<file path="config.mk">
export PLATFORM = sky130hd
export DESIGN_NAME = fpalu_arbiter_flat
export DESIGN_NICKNAME = d
export VERILOG_FILES = /design/src/rtl/fpalu_arbiter_if.sv /design/src/rtl/fpalu_arbiter.sv /design/src/flat_wrapper.sv
export SDC_FILE = /design/constraint.sdc
export NUM_CORES = 1
export LEC_CHECK = 0
export BUFFER_PORTS_ARGS = -buffer_cell sky130_fd_sc_hd__buf_2
export CAP_MARGIN = 15
export CORE_AREA = 5 5 111 113
export DETAILED_ROUTE_END_ITERATION = 16
export DIE_AREA = 0 0 116 118
export GPL_ROUTABILITY_DRIVEN = 0
export GPL_TIMING_DRIVEN = 0
export HOLD_SLACK_MARGIN = 0.15
export PLACE_DENSITY = 0.85
export SYNTH_ARGS = -nofsm -noshare
export SYNTH_HDL_FRONTEND = slang
export SYNTH_SLANG_ARGS = --single-unit
</file>
<file path="constraint.sdc">
create_clock -name clk -period 2.3 [get_ports clk]
set_clock_uncertainty 0.1 [all_clocks]
set_input_delay 0.23 -clock clk [delete_from_list [all_inputs] [get_ports clk]]
set_output_delay 0.23 -clock clk [all_outputs]
set_load 0.05 [all_outputs]
</file>
<file path="src/rtl/fpalu_arbiter_if.sv">
// fpalu_arbiter_if: bundle between two FPALU requesters, the arbiter and the FPALU.
//   req0_* / req1_* : valid/ready issue ports (opcode, operands A/B) for ch0/ch1
//   alu_*           : registered FPALU inputs, alu_y is the FPALU result
//   rsp0/1_valid    : one-cycle result pulses, rsp_y shared result data
//   busy            : operations in flight or a mode-switch drain in progress
// Modports: slave = arbiter side, master = requester/FPALU side.
interface fpalu_arbiter_if #(parameter int W = 29);
  logic         req0_valid, req0_ready;
  logic [1:0]   req0_op;
  logic [W-1:0] req0_a, req0_b;
  logic         req1_valid, req1_ready;
  logic [1:0]   req1_op;
  logic [W-1:0] req1_a, req1_b;
  logic [1:0]   alu_opcode;
  logic [W-1:0] alu_a, alu_b, alu_y;
  logic         rsp0_valid, rsp1_valid;
  logic [W-1:0] rsp_y;
  logic         busy;

  modport slave (
    input  req0_valid, req0_op, req0_a, req0_b,
    input  req1_valid, req1_op, req1_a, req1_b,
    output req0_ready, req1_ready,
    output alu_opcode, alu_a, alu_b,
    input  alu_y,
    output rsp0_valid, rsp1_valid, rsp_y, busy
  );

  modport master (
    output req0_valid, req0_op, req0_a, req0_b,
    output req1_valid, req1_op, req1_a, req1_b,
    input  req0_ready, req1_ready,
    input  alu_opcode, alu_a, alu_b,
    output alu_y,
    input  rsp0_valid, rsp1_valid, rsp_y, busy
  );
endinterface

</file>
<file path="src/rtl/fpalu_arbiter.sv">
// fpalu_arbiter: shares one fixed-latency FPALU between two requesters.
//   clk, rst : clock, synchronous active-high reset
//   bus      : fpalu_arbiter_if.slave (request ports, FPALU ports, responses, busy)
//   Optional macro FPALU_ARB_PERF_EN adds perf_issue0/perf_issue1/perf_drain
//   16-bit saturating counters (accepted issues per channel, DRAIN cycles).
// Round-robin issue, one operand register stage, LAT-deep tag pipe routing each
// result back to its issuer. The FPALU opcode may only change while no
// operation is inside the FPALU; a mismatching winner waits in DRAIN.
module fpalu_arbiter #(
  parameter int LAT = 2,   // FPALU latency, operand register -> valid alu_y (1..8)
  parameter int W   = 29
) (
  input  logic            clk,
  input  logic            rst,
  fpalu_arbiter_if.slave  bus
`ifdef FPALU_ARB_PERF_EN
  ,
  output logic [15:0]     perf_issue0,
  output logic [15:0]     perf_issue1,
  output logic [15:0]     perf_drain
`endif
);
  typedef enum logic {RUN, DRAIN} state_t;
  localparam logic [1:0] OP_RST = 2'b10;

  state_t       state, state_nxt;
  logic         rr;                  // preferred channel when both request
  logic         drain_ch, drain_ch_nxt;
  // vld_pipe[i]/ch_pipe[i]: tag of the op i cycles past the operand register;
  // index LAT is the tag aligned with the current alu_y.
  logic [LAT:0] vld_pipe, ch_pipe;
  logic         win_vld, win_ch, pipe_empty, issue, issue_ch;
  logic [1:0]   win_op;

  assign win_vld    = bus.req0_valid | bus.req1_valid;
  assign win_ch     = (bus.req0_valid & bus.req1_valid) ? rr : bus.req1_valid;
  assign win_op     = win_ch ? bus.req1_op : bus.req0_op;
  // Stage LAT is already out of the FPALU, so it does not block a mode switch.
  assign pipe_empty = ~|vld_pipe[LAT-1:0];

  always_comb begin
    state_nxt    = state;
    drain_ch_nxt = drain_ch;
    issue        = 1'b0;
    issue_ch     = win_ch;
    if (!rst) begin
      case (state)
        RUN: begin
          if (win_vld) begin
            if (win_op == bus.alu_opcode || pipe_empty) begin
              issue = 1'b1;
            end else begin
              state_nxt    = DRAIN;
              drain_ch_nxt = win_ch;
            end
          end
        end
        DRAIN: begin
          // Latched winner keeps priority; the other channel cannot overtake it.
          issue_ch = drain_ch;
          if (pipe_empty) begin
            state_nxt = RUN;
            issue     = drain_ch ? bus.req1_valid : bus.req0_valid;
          end
        end
        default: state_nxt = RUN;
      endcase
    end
  end

  assign bus.req0_ready = issue & ~issue_ch;
  assign bus.req1_ready = issue & issue_ch;
  assign bus.busy       = (|vld_pipe) | (state == DRAIN);

  always_ff @(posedge clk) begin
    if (rst) begin
      state    <= RUN;
      drain_ch <= 1'b0;
      rr       <= 1'b0;
    end else begin
      state    <= state_nxt;
      drain_ch <= drain_ch_nxt;
      if (issue) rr <= ~issue_ch;
    end
  end

  always_ff @(posedge clk) begin
    if (rst) begin
      bus.alu_opcode <= OP_RST;
      bus.alu_a      <= '0;
      bus.alu_b      <= '0;
      vld_pipe       <= '0;
      ch_pipe        <= '0;
      bus.rsp0_valid <= 1'b0;
      bus.rsp1_valid <= 1'b0;
      bus.rsp_y      <= '0;
    end else begin
      if (issue) begin
        bus.alu_opcode <= issue_ch ? bus.req1_op : bus.req0_op;
        bus.alu_a      <= issue_ch ? bus.req1_a  : bus.req0_a;
        bus.alu_b      <= issue_ch ? bus.req1_b  : bus.req0_b;
      end
      vld_pipe       <= {vld_pipe[LAT-1:0], issue};
      ch_pipe        <= {ch_pipe[LAT-1:0], issue_ch};
      bus.rsp0_valid <= vld_pipe[LAT] & ~ch_pipe[LAT];
      bus.rsp1_valid <= vld_pipe[LAT] & ch_pipe[LAT];
      if (vld_pipe[LAT]) bus.rsp_y <= bus.alu_y;
    end
  end

`ifdef FPALU_ARB_PERF_EN
  always_ff @(posedge clk) begin
    if (rst) begin
      perf_issue0 <= '0;
      perf_issue1 <= '0;
      perf_drain  <= '0;
    end else begin
      if (issue && !issue_ch && perf_issue0 != 16'hFFFF) perf_issue0 <= perf_issue0 + 16'd1;
      if (issue && issue_ch && perf_issue1 != 16'hFFFF)  perf_issue1 <= perf_issue1 + 16'd1;
      if (state == DRAIN && perf_drain != 16'hFFFF)      perf_drain  <= perf_drain + 16'd1;
    end
  end
`endif
endmodule

</file>
<file path="src/flat_wrapper.sv">
// flat-port wrapper written by rule: the top's interface ports become plain ports
module fpalu_arbiter_flat 
#(
  parameter int LAT = 2,                                                           
  parameter int W   = 29
)
  (clk, rst, bus_req0_valid, bus_req0_op, bus_req0_a, bus_req0_b, bus_req1_valid, bus_req1_op, bus_req1_a, bus_req1_b, bus_req0_ready, bus_req1_ready, bus_alu_opcode, bus_alu_a, bus_alu_b, bus_alu_y, bus_rsp0_valid, bus_rsp1_valid, bus_rsp_y, bus_busy);
  fpalu_arbiter_if #(.W(W)) bus_i ();
  input  logic clk;
  input  logic rst;
  input wire logic [$bits(bus_i.req0_valid)-1:0] bus_req0_valid;
  input wire logic [$bits(bus_i.req0_op)-1:0] bus_req0_op;
  input wire logic [$bits(bus_i.req0_a)-1:0] bus_req0_a;
  input wire logic [$bits(bus_i.req0_b)-1:0] bus_req0_b;
  input wire logic [$bits(bus_i.req1_valid)-1:0] bus_req1_valid;
  input wire logic [$bits(bus_i.req1_op)-1:0] bus_req1_op;
  input wire logic [$bits(bus_i.req1_a)-1:0] bus_req1_a;
  input wire logic [$bits(bus_i.req1_b)-1:0] bus_req1_b;
  output wire logic [$bits(bus_i.req0_ready)-1:0] bus_req0_ready;
  output wire logic [$bits(bus_i.req1_ready)-1:0] bus_req1_ready;
  output wire logic [$bits(bus_i.alu_opcode)-1:0] bus_alu_opcode;
  output wire logic [$bits(bus_i.alu_a)-1:0] bus_alu_a;
  output wire logic [$bits(bus_i.alu_b)-1:0] bus_alu_b;
  input wire logic [$bits(bus_i.alu_y)-1:0] bus_alu_y;
  output wire logic [$bits(bus_i.rsp0_valid)-1:0] bus_rsp0_valid;
  output wire logic [$bits(bus_i.rsp1_valid)-1:0] bus_rsp1_valid;
  output wire logic [$bits(bus_i.rsp_y)-1:0] bus_rsp_y;
  output wire logic [$bits(bus_i.busy)-1:0] bus_busy;
  assign bus_i.req0_valid = bus_req0_valid;
  assign bus_i.req0_op = bus_req0_op;
  assign bus_i.req0_a = bus_req0_a;
  assign bus_i.req0_b = bus_req0_b;
  assign bus_i.req1_valid = bus_req1_valid;
  assign bus_i.req1_op = bus_req1_op;
  assign bus_i.req1_a = bus_req1_a;
  assign bus_i.req1_b = bus_req1_b;
  assign bus_req0_ready = bus_i.req0_ready;
  assign bus_req1_ready = bus_i.req1_ready;
  assign bus_alu_opcode = bus_i.alu_opcode;
  assign bus_alu_a = bus_i.alu_a;
  assign bus_alu_b = bus_i.alu_b;
  assign bus_i.alu_y = bus_alu_y;
  assign bus_rsp0_valid = bus_i.rsp0_valid;
  assign bus_rsp1_valid = bus_i.rsp1_valid;
  assign bus_rsp_y = bus_i.rsp_y;
  assign bus_busy = bus_i.busy;
  fpalu_arbiter #(.LAT(LAT), .W(W)) u_core (.clk(clk), .rst(rst), .bus(bus_i));
endmodule
</file>
### Word-level counts from Yosys, hierarchy flattened

Index checks and enable logic that the tools add are counted.

| operators by class | value |
|---|---|
| equality and inequality tests | 1 |
| muxes and demuxes | 17 |
| bitwise gates (word level) | 11 |
| reduce and logical (&&, ||, !) cells | 5 |

Operator list:

| kind | count |
|---|---|
| $mux W29 | 2 |
| $mux W1 | 11 |
| $and A1 B1 Y1 | 5 |
| $mux W2 | 2 |
| $not A1 Y1 | 4 |
| $pmux W1 S2 | 2 |
| $reduce_and A3 Y1 | 1 |
| $reduce_or A3 Y1 | 1 |
| $eq A2 B2 Y1 | 1 |
| $or A1 B1 Y1 | 2 |
| $reduce_or A2 Y1 | 1 |
| $logic_not A1 Y1 | 1 |
| $logic_or A1 B1 Y1 | 1 |

| storage, ports and cells | value |
|---|---|
| bits in registers | 100 |
| bits of input ports | 153 |
| output and inout port bits | 94 |
| word-level logic and storage cells | 45 |

### Depth between registers and ports, before layout

| logic depth | value |
|---|---|
| depth after elaboration | 10 |
| mapped depth | 8 |
| mapped depth without buffers | 5 |

### Worst setup path after synthesis

Ideal clock, no wire load.

| path | value |
|---|---|
| path kind | register to output |
| start point | register u_core.bus.alu_opcode[1] |
| end point | output port bus_req0_ready |
| arrival | 2.579 ns |
| data required time | 1.970 ns |
| path slack | -0.609 ns |
| stages on the path, launching flop included | 7 |
| buffers on the path | 1 |
| cell sequence | dfxtp_1 > nand2b_1 > a22oi_1 > nor2_2 > clkbuf_1 > a31oi_1 > nor3_1 |

| between the ends | value |
|---|---|
| cells in the longest elaborated chain, start to end | 7 |

Ends and longest elaborated chain:

| element | line | text |
|---|---|---|
| start, declared | fpalu_arbiter_if.sv:24 | `output alu_opcode, alu_a, alu_b,` |
| start signal, assigned | fpalu_arbiter.sv:99 | `bus.alu_opcode <= issue_ch ? bus.req1_op : bus.req0_op;` |
| $eq A2 B2 Y1 | fpalu_arbiter.sv:50 | `if (win_op == bus.alu_opcode \|\| pipe_empty) begin` |
| $logic_or A1 B1 Y1 | fpalu_arbiter.sv:50 |  |
| $mux W1 | fpalu_arbiter.sv:50 |  |
| $mux W1 | fpalu_arbiter.sv:49 | `if (win_vld) begin` |
| $pmux W1 S2 | fpalu_arbiter.sv:47 | `case (state)` |
| $mux W1 | fpalu_arbiter.sv:46 | `if (!rst) begin` |
| $and A1 B1 Y1 | fpalu_arbiter.sv:71 | `assign bus.req0_ready = issue & ~issue_ch;` |
| end, declared | flat_wrapper.sv:19 | `output wire logic [$bits(bus_i.req0_ready)-1:0] bus_req0_ready;` |

No other way between the ends.

### Worst setup path after layout

| path | value |
|---|---|
| start point | register u_core.rr |
| end point | output port bus_req1_ready |

| between the ends | value |
|---|---|
| cells in the longest elaborated chain, start to end | 9 |
| elaborated cells between the ends (all ways) | 11 |
| those cells by class | 1 x eq/ne; 8 x mux; 1 x bitwise; 1 x reduce/logical |

Ends and longest elaborated chain:

| element | line | text |
|---|---|---|
| start, declared | fpalu_arbiter.sv:27 | `logic rr;` |
| start signal, assigned | fpalu_arbiter.sv:83 | `if (issue) rr <= ~issue_ch;` |
| $mux W1 * | fpalu_arbiter.sv:36 | `assign win_ch = (bus.req0_valid & bus.req1_valid) ? rr : bus.req1_valid;` |
| $mux W2 | fpalu_arbiter.sv:37 | `assign win_op = win_ch ? bus.req1_op : bus.req0_op;` |
| $eq A2 B2 Y1 | fpalu_arbiter.sv:50 |  |
| $logic_or A1 B1 Y1 | fpalu_arbiter.sv:50 |  |
| $mux W1 | fpalu_arbiter.sv:50 |  |
| $mux W1 | fpalu_arbiter.sv:49 |  |
| $pmux W1 S2 | fpalu_arbiter.sv:47 |  |
| $mux W1 | fpalu_arbiter.sv:46 |  |
| $and A1 B1 Y1 * | fpalu_arbiter.sv:72 | `assign bus.req1_ready = issue & issue_ch;` |
| end, declared | flat_wrapper.sv:20 | `output wire logic [$bits(bus_i.req1_ready)-1:0] bus_req1_ready;` |

Every way passes the cells marked *; elsewhere a longest branch is shown, timed or not.

==> results.ini <==
[detailed_routing]
wl_met2_mm=8.34
drtIter0Drc=254
drc=0
wl_mm=16.3
first_pass_iters=4
vias=4970
wl_met3_mm=1.16
via_per_inst=5.53
highest_layer=met4
wl_met1_mm=6.12
ant_nets=0
wire_per_inst_um=18.1

[layout]
drive_gt1_frac=0.502
fin_cells=898
final_cell_mix=buf_2, dfxtp_1, mux2i_1
area_delta_synth_final_pct=42.3
fin_util=0.637
diodes=0
seqCellArea_um2=2010
layout_commonest_cell=buf_2
multi_input_area_um2=2710
fillers=895
nNetsFinal=903

[worst_setup_path]
cp-end-kind=output port
critPathMaxFanout=4
max_stage_delay_ns=0.36
cp_slowest_cell=dfxtp_2
path_cells=and2b_2 > a211oi_2 > nor2_2 > a31o_1 > buf_12 > and2_1 > buf_6
cp_top_family=simple AND/OR/NAND/NOR gates
cp_num_buf_inv=2
cp_num_cells=7
reg2reg_depth=8
cp.arrival_ns=1.93
crit_required_ns=1.97
critPathKind=reg2out
start_kind=register

[die]
rows=39
dieArea_um2=13700
io_pins=247
dieWidth_um=116
start_util=0.448
core-area_um2=11200
die_y_um=118

[global_routing]
grt_pass1_wl_mm=25.5
grt_max_degree=18
overflow=0
antenna_found_initial=0
grt.total_usage=0.228
grt_pass1_vias=5286

[yosys]
muxShareOfSynthArea=0.179
synth-simple-area-share=0.0712
synthFlopType=dfxtp_1
synth_compound_gate_area_share=0.279
synthesis.nets=610
synth_edf_count=0
synth_xor_area_frac=0
async_reset_ff_frac=0
ys_seq_area_frac=0.398
synth_cells=457
synth_fa_ha_area_frac=0
synth.avg_cell_area_um2=11.0
synth_seq_cells=100
synth_area_um2=5030
synth_cell_types=39
yosysWarnings=0
synth_top_family_by_area=compound AO/OA/AOI/OAI gates

[cts]
cts_root_buffer=clkbuf_16
cts-htree-levels=3
cts_tree=done
cts-buffers-inserted=9
clock_latency_ns=0.35
clk_path_buf_depth=2
clock-sinks=100
clkTransAtPathRegs_ns=0.07

[place]
dp.cells=846
io_buffers=246
hpwl_mm=11.6

[timing]
period_minus_slack_ns=2.26
tightest_slew_ns=0.814
hold_viol=0
slew_headroom=0.457
setup_violations=0
fin_crit_sh=0.981
final-max-slew-violation-count=0
finalSetupTns_ns=0
fmax_mhz=443

[pwr]
netSwitchingFraction=0.448
switching_power_mw=3.29
p_int_mw=4.05
p_clk_frac=0.201
p_comb_frac=0.494
seqPwrFrac=0.305
leakagePower_nw=3.10
irDropWorstVdd_uv=470
fin_total_pwr_mw=7.34
p_per_area_nw_per_um2=1030

[hold_path]
holdCritPathClass=in2reg
hold-path-cell-count=3

[outcome]
status=completed

[job]
maxCapViolCount=0

## logic make-up after synthesis
logic type             after synthesis
AOI/OAI and AO/OA                  135
DFF                                100
muxes                               90
and+or+nand+nor                     72
buffers and inverters               60
## sequential cells by signal, summed over array words and instances, names as in the netlist
signal / cells
u_core.bus.rsp0_valid: 1
u_core.bus.rsp1_valid: 1
u_core.bus.alu_b: 29
u_core.bus.rsp_y: 29
u_core.drain_ch: 1
u_core.ch_pipe: 3
u_core.state: 1
u_core.rr: 1
u_core.bus.alu_a: 29
u_core.vld_pipe: 3
u_core.bus.alu_opcode: 2
## path summary, 6_finish.rpt
kind                                              startpoint                                 to  slack, ns
worst max-delay path                  u_core.rr$_SDFFE_PP0P_                     bus_req1_ready       0.04
worst min-delay path                           bus_req0_b[2]   u_core.bus.alu_b[2]$_SDFFE_PP0P_       0.16
worst min register to register  u_core.ch_pipe[2]$_SDFF_PP0_   u_core.bus.rsp0_valid$_SDFF_PP0_       0.34
worst max register to register        u_core.rr$_SDFFE_PP0P_  u_core.bus.alu_b[26]$_SDFFE_PP0P_       0.22
## per-layer routing
metal / vias to the layer above / global-route usage
li1: 2355 / -
met1: 2347 / 0.252
met2: 219 / 0.410
met3: 49 / 0.0473
met4: 0 / 0.104
met5: - / 0
## power groups by stage
stage | registers [mW] | clock network [mW] | logic [mW]
finish | 2.24 | 1.47 | 3.63
CTS | 2.23 | 1.49 | 3.60
floorplan | 3.24 | 0 | 1.67
global placement | 2.25 | 0 | 3.41
global route | 2.27 | 1.56 | 3.85
detailed placement | 2.26 | 0 | 3.48
## per-stage QoR
stage          hold WS [ns]  cell area (µm²)  worst slack, ns
3_5_place_dp          0.317             6450          -0.0168
2_1_floorplan         0.277             5040            0.171
4_1_cts               0.154             7120          0.00636
5_1_grt               0.168             7150          -0.0179
6_report              0.155             7150           0.0429
3_3_place_gp          0.296             6450           0.0808
## cell usage after synthesis, types with 2 or more instances
library cell	count	area, µm²
nor2b_1	4	25.0
a211oi_2	61	763
a311oi_1	59	517
mux2i_1	90	901
and2_1	2	12.5
a31oi_1	2	12.5
buf_6	15	169
a22oi_1	2	15.0
nand3_1	2	10.0
nor4_1	2	12.5
a21oi_1	2	10.0
dfxtp_1	100	2000
nand2b_1	11	68.8
nor2_2	3	18.8
nor2_1	36	135
buf_2	15	75.1
clkbuf_1	24	90.1
nand2_1	3	11.3
inv_1	2	7.51
buf_4	2	15.0
nor3_1	2	10.0
## layout make-up
type	instances	area share
inverter	3	0.00157
buffer	56	0.0509
clock buffer	11	0.0339
sequential	100	0.280
clock inverter	5	0.00612
tap	143	0.0250
multi-input combinational	297	0.379
timing repair buffer	283	0.223
## timing repair
action                                  in CTS  in global routing
buffers inserted                             5                  2
hold buffers                                30                  0
resized for setup                           17                  5
endpoints found under the hold margin       30                  0
pin swaps                                    4                  3
endpoints found under the setup margin       2                  2
## worst register-to-register path, cell delays in order (launching register included)
cell and delay, ns:
dfxtp_2 0.36, and2b_2 0.25, buf_4 0.14, o31ai_4 0.18, buf_6 0.15, buf_4 0.17, buf_6 0.18, mux2i_1 0.28
a211oi_2 0.10
Note: power is estimated with default switching activity, not from simulation.
